==> src/rtl/alu_mul_seq.sv <==
// ============================================================================
// alu_mul_seq : sequential shift-and-add multiplier driving a shared ALU
// Revision    : 1.0
// ============================================================================
`default_nettype none

module alu_mul_seq #(
  parameter int WIDTH = 32,
  parameter int CNT_W = 6
) (
  input  logic             clk,
  input  logic             rst_n,
  input  logic             start,
  input  logic [WIDTH-1:0] op_a,
  input  logic [WIDTH-1:0] op_b,
  output logic             ready,
  output logic             done,
  output logic [WIDTH-1:0] product,
  output logic [2:0]       alu_ctrl,
  output logic [WIDTH-1:0] alu_busA,
  output logic [WIDTH-1:0] alu_busB,
  input  logic [WIDTH-1:0] alu_out
);

  localparam logic [2:0]       C_NOP  = 3'b000;
  localparam logic [2:0]       C_ADD  = 3'b001;
  localparam logic [2:0]       C_SLL  = 3'b111;
  localparam logic [CNT_W-1:0] C_LAST = CNT_W'(WIDTH - 1);

  typedef enum logic [1:0] {
    S_IDLE = 2'd0,
    S_ADDP = 2'd1,
    S_SHFT = 2'd2,
    S_DONE = 2'd3
  } state_t;

  state_t           r_state;
  state_t           w_next;
  logic [WIDTH-1:0] r_acc;
  logic [WIDTH-1:0] r_mcand;
  logic [WIDTH-1:0] r_mult;
  logic [CNT_W-1:0] r_cnt;
  logic [WIDTH-1:0] r_product;

  always_ff @(posedge clk or negedge rst_n) begin
    if (!rst_n) begin
      r_state <= S_IDLE;
    end else begin
      r_state <= w_next;
    end
  end

  always_comb begin
    w_next   = r_state;
    ready    = 1'b0;
    done     = 1'b0;
    alu_ctrl = C_NOP;
    alu_busA = '0;
    alu_busB = '0;
    unique case (r_state)
      S_IDLE: begin
        ready = 1'b1;
        if (start) w_next = S_ADDP;
      end
      S_ADDP: begin
        // Skip the ALU entirely when this multiplier bit is zero.
        if (r_mult[0]) begin
          alu_ctrl = C_ADD;
          alu_busA = r_acc;
          alu_busB = r_mcand;
        end
        w_next = S_SHFT;
      end
      S_SHFT: begin
        alu_ctrl = C_SLL;
        alu_busA = r_mcand;
        alu_busB = WIDTH'(1);
        w_next   = (r_cnt == C_LAST) ? S_DONE : S_ADDP;
      end
      S_DONE: begin
        done   = 1'b1;
        w_next = S_IDLE;
      end
      default: w_next = S_IDLE;
    endcase
  end

  always_ff @(posedge clk or negedge rst_n) begin
    if (!rst_n) begin
      r_acc     <= '0;
      r_mcand   <= '0;
      r_mult    <= '0;
      r_cnt     <= '0;
      r_product <= '0;
    end else begin
      unique case (r_state)
        S_IDLE: begin
          if (start) begin
            r_acc   <= '0;
            r_mcand <= op_a;
            r_mult  <= op_b;
            r_cnt   <= '0;
          end
        end
        S_ADDP: begin
          if (r_mult[0]) r_acc <= alu_out;
        end
        S_SHFT: begin
          r_mcand <= alu_out;
          r_mult  <= r_mult >> 1;
          r_cnt   <= r_cnt + 1'b1;
        end
        S_DONE: begin
          r_product <= r_acc;
        end
        default: ;
      endcase
    end
  end

  assign product = r_product;

endmodule

`default_nettype wire

==> config.mk <==
export PLATFORM = sky130hd
export DESIGN_NAME = alu_mul_seq
export DESIGN_NICKNAME = d
export VERILOG_FILES = /design/src/rtl/alu_mul_seq.sv
export SDC_FILE = /design/constraint.sdc
export NUM_CORES = 1
export LEC_CHECK = 0
export CAP_MARGIN = 20
export CORE_MARGIN = 4
export CORE_UTILIZATION = 35
export DETAILED_ROUTE_END_ITERATION = 16
export PLACE_DENSITY_LB_ADDON = 0.05
export REMOVE_ABC_BUFFERS = 1
export SLEW_MARGIN = 20
export SYNTH_ARGS = -nofsm -noshare
export SYNTH_HDL_FRONTEND = slang
export SYNTH_SLANG_ARGS = --single-unit
==> constraint.sdc <==
create_clock -name clk -period 2.85 [get_ports clk]
set_input_delay 0.7125 -clock clk [delete_from_list [all_inputs] [get_ports clk]]
set_output_delay 0.7125 -clock clk [all_outputs]
set_load 0.02 [all_outputs]
======== Yosys cells after proc, flatten, opt, wreduce, memory -nomap -nowiden ========
Index checks and enable logic that the tools add are counted.
word-level totals
  register bits ........................... 136
  bits in latches ......................... 0
  RAM bits ................................ 0
  ROM bits ................................ 0
  output and inout port bits .............. 101
  word-level logic and storage cells ...... 38
  memories ................................ 0
cells by class
  $add $sub $neg .......................... 1
  multipliers ............................. 0
  div/mod/pow operators ................... 0
  magnitude comparators ................... 0
  eq/ne operators ......................... 6
  shifts and indexed selects .............. 0
  mux-type cells .......................... 20
  bitwise logic cells ..................... 0
  reductions and logical operators ........ 5
operators with widths
  operator                                                                count
  32-bit one-hot mux with 2 select lines                                  5
  32-bit 2-to-1 mux                                                       6
  6-bit one-hot mux with 2 select lines                                   1
  2-bit one-hot mux with 4 select lines                                   1
  6-bit by 1-bit adder with 6-bit output (second input constant)          1
  6-bit by 5-bit equality test with 1-bit output (second input constant)  1
  6-bit 2-to-1 mux                                                        1
  3-bit one-hot mux with 2 select lines                                   1
  2-bit equality test (second input constant)                             2
  2-bit 2-to-1 mux                                                        2
  2-bit != test (second input constant)                                   2
  2-bit nonzero test                                                      2
  1-bit 2-to-1 mux                                                        3
  3-bit AND reduction                                                     1
  2-bit by 1-bit equality test with 1-bit output (second input constant)  1
  2-bit zero test                                                         1
  2-bit AND reduction                                                     1

======== Depth between registers and ports, before layout ========
  depth in word-level cells ............... 3
  mapped depth ............................ 7
  depth with buffers taken out ............ 5

======== Worst setup path after synthesis ========
Ideal clock, no wire load.
  kind .................................... reg2out
  from .................................... reg r_state[0]
  to ...................................... out alu_busA[0]
  data arrival time ....................... 1,862 ps
  data required time ...................... 2,138 ps
  setup slack ............................. 275 ps
  cell stages (with the launch flop) ...... 8
  buffers on the path ..................... 3
  path through ............................ dfrtp_1 -> inv_1 -> ha_1 -> buf_2 -> and2_1 -> buf_2 -> clkbuf_1 -> a22o_1
on the way
  cells in the longest elaborated chain, start to end .. 2
  elaborated cells between the ends (all ways) .. 3
  classes of those cells .................. 2 x eq/ne; 1 x mux
ends and longest elaborated chain
  what                                                                                   RTL line  text
  start: declaration                                                                     37        state_t r_state;
  start signal: assignment                                                               49        r_state <= w_next;
  2-bit equality test or 2-bit by 1-bit equality test with 1-bit output (tied branches)  60        unique case (r_state)
  32-bit one-hot mux with 2 select lines (*)                                             60
  end: declaration                                                                       20        output logic [WIDTH-1:0] alu_busA,
Mark *: on every way between the ends. The rest lies on a longest branch, timed or not.

======== Final worst setup path ========
  from .................................... reg r_state[0]
  to ...................................... out alu_busA[19]
Same word-level chain as after synthesis.

==> summary.txt <==
Crit path from: r_state[0]
Clock insertion delay at the later pin of the skew report: 0.41 ns
Max incr delay on CP: 0.36 ns
Least-Margin Pin Slew: 0.740 ns
CTS-repair resized insts: 84
Setup ws final: 0.0737 ns
Total number of vias: 5264
Seq/Total Area, Yosys: 52.1%
Reg2Reg Setup Slack: 0.74 ns
Crit path kind: reg -> out
I/O pins: 200
Sw Ratio: 20.8%
EDFF count, synth: 0
YS warnings: 0
Initial antenna violation count: 0
Post-synth top flop: dfrtp_1
Period utilization: 97.4%
Vias per cell: 5.04
Crit path capture: alu_busA[19]
Setup crit start kind: flop
Total setup buffers inserted after CTS: 0
Clock power frac: 50.9%
Max-slew violations: 0
First-pass GRT wire length: 29200 um
Filler Cells Inserted: 1627
Number of cell rows: 49
Status: finished, final reports clean
Post-synth design cell area: 0.00653 mm^2
Routability cong.: 0.736
FF-to-FF End: r_mcand[0]
Num Clock Sinks: 136
Core box area: 0.0181 mm^2
Total power: 4.62 mW
Count leader, synth: dfrtp_1
Most common library cells after synthesis: 136 x dfrtp_1, 100 x nand2_1, 98 x o21ai_0
Total Routing Usage GR: 18.0%
Wirelength, routed: 18500 um
CP endpoint kind: output pin
FF-to-FF path depth: 6
Nets: 908
Clk_skew: 0.00598 ns
Final Setup Violations: 0
Largest net degree at the start of global routing: 137
Layout cells sized above 1: 16.2%
PortBufs: 199
Power Dens Cells: 496 mW/mm^2
Synthesis-to-layout area growth: 42.5%
Grt total ovfl: 0
CTS tree: done
Die ar.: 0.0209 mm^2
Clk buf depth: 2
H-tree depth: 4
Max-cap violations: 0
Final Hold Viols: 0
Die width: 145 um
Fin crit period: 2.78 ns
Slew headroom: 50.7%
P_sw: 0.960 mW
Largest cells by area after synthesis: dfrtp_1 52%, mux2i_1 10%, o21ai_0 7.5%
Storage cell area: 0.00340 mm^2
Comb pwr share: 6.4%
Vias in the first global route: 5536
Distinct cells, synth: 34
VDD IR-drop max: 0.000430 V
Starting DRT DRC Count: 196
Number of remaining DRC errors: 0
#FFs+latches synth: 136
Starting Density: 36.0%
Hold_buf cts: 0
FFs w/ async S/R, synth: 100%
CTS Buf Count: 17
CP max stage cell: dfrtp_1
Fmax achieved: 360 MHz
WHS: 0.406 ns
Die Span Y: 145 um
Final ANT Viol Nets: 0
Post-detail-place hpwl: 12300 um
Share of the synthesized area in the top cell type: 52.1%
CP cell instances: inv_2 -> ha_1 -> and2_2 -> buf_12 -> a22o_1 -> clkdlybuf4s15_1
Wire per inst: 17.7 um
Mapped Cells: 621
Post-place setup slack: 0.150 ns
CP arrival: 2.06 ns
RSZ-0062 raised after global routing: no
Crit-path max FO: 21
HP Class: in -> async
Mean Syn Cell Area: 10.5 um^2
First drt pass iteration count: 4
Worst reg2reg path startpoint: r_state[1]
Root Buffer: clkbuf_16
Seq pwr share: 42.7%
N_diodes: 0
Lkg Pwr: 4.43 nW
Worst-path clk slew: 0.06 ns
Footprint of the multi-input gates: 0.00293 mm^2
Internal: 3.66 mW
Area leader, netlist: dfrtp_1
Required time of the critical path: 2.14 ns
-- layer usage --
metal  wire (um)  global-route usage, %  vias up  part of all wire (%)
met1        8420                   23.1     2571                    46
met5           0                      0        -                     0
met2        8930                   30.1      123                    48
met4         109                   3.98        0                  0.59
met3        1010                   5.32        7                   5.4
li1            -                      -     2563                     -
-- cell families after synthesis --
kind of cell    count (synthesis)  synth area share (%)
compound gates                176                  17.0
simple gates                  146                  10.1
flops                         136                  52.1
mux                            98                  15.7
xor+xnor                        1                 0.134
fa+ha+maj                       6                  1.15
buf+inv                        58                  3.72
-- cell type report --
class                           count  area share [%]
Tap cell                          229            3.08
Inverter                            3           0.121
Clock buffer                       21            5.06
Timing Repair Buffer              218            21.8
Sequential cell                   136            36.6
Multi-Input combinational cell    427            31.5
Clock inverter                     11            1.83
-- placed cells by master (no fill, tap or decap), types with 2 or more instances in the layout --
master           count
bufinv_16            4
and3_1               3
clkinv_2             2
buf_4               10
clkinv_4             2
clkbuf_2            37
dfrtp_1            136
inv_2                2
clkdlybuf4s50_1    134
mux2i_4              2
ha_2                 2
a22o_1              33
clkbuf_8             3
mux2i_1             64
and2_1              31
clkbuf_16           17
nand2_1            100
mux2_2              32
nand2b_1             2
clkinvlp_4           3
buf_6                2
nor4_1               2
buf_12               8
nand3_1              2
o21ai_1              4
o31ai_1             32
dlygate4sd2_1       14
clkdlybuf4s15_1     12
o21ai_0             98
ha_1                 3
-- per-stage QoR --
stage	instance area (um^2)	TNS, ns	std cells	utilization [%]
after global routing	9300	0	1045	51.3
final	9300	0	1045	51.3
after floorplan	6300	-365.54	566	-
after global placement	8870	0	1013	48.9
after CTS	9450	0	1045	52.1
after detailed placement	8870	0	1013	48.9
-- power by group through the flow --
stage | clock network [mW] | logic, mW | registers (mW)
floorplan | 0 | 0.0781 | 2.00
global placement | 0 | 0.318 | 2.01
detailed placement | 0 | 0.321 | 2.01
CTS | 2.41 | 0.308 | 1.97
global route | 2.49 | 0.321 | 1.98
finish | 2.35 | 0.295 | 1.97
-- critical path, delay by kind of cell (launching register included) --
kind                     cells  cell delay (ns)
buffers and inverters        3             0.51
adder cells (fa/ha/maj)      1             0.32
AO/OA/AOI/OAI                1             0.24
AND/OR/NAND/NOR              1             0.23
flip-flops                   1             0.36
-- worst min path at each step --
| stage | end | slack (ns) | from | depth (start not counted) |
|---|---|---|---|---|
| final | product[3] | 0.41 | rst_n | 2 |
| after global placement | r_mult[10] | 0.46 | r_mult[10] | 2 |
| after detailed placement | r_mult[1] | 0.48 | r_mult[1] | 2 |
| after global routing | product[3] | 0.41 | rst_n | 2 |
| after CTS | product[3] | 0.44 | rst_n | 2 |
| after floorplan | product[0] | 0.42 | rst_n | 0 |
-- flip-flops by register name, summed over array words and instances, names as in the netlist --
register	flops
product	32
r_acc	32
r_mcand	32
r_mult	32
r_cnt	6
r_state	2
Power figures use the tool's default switching activity.
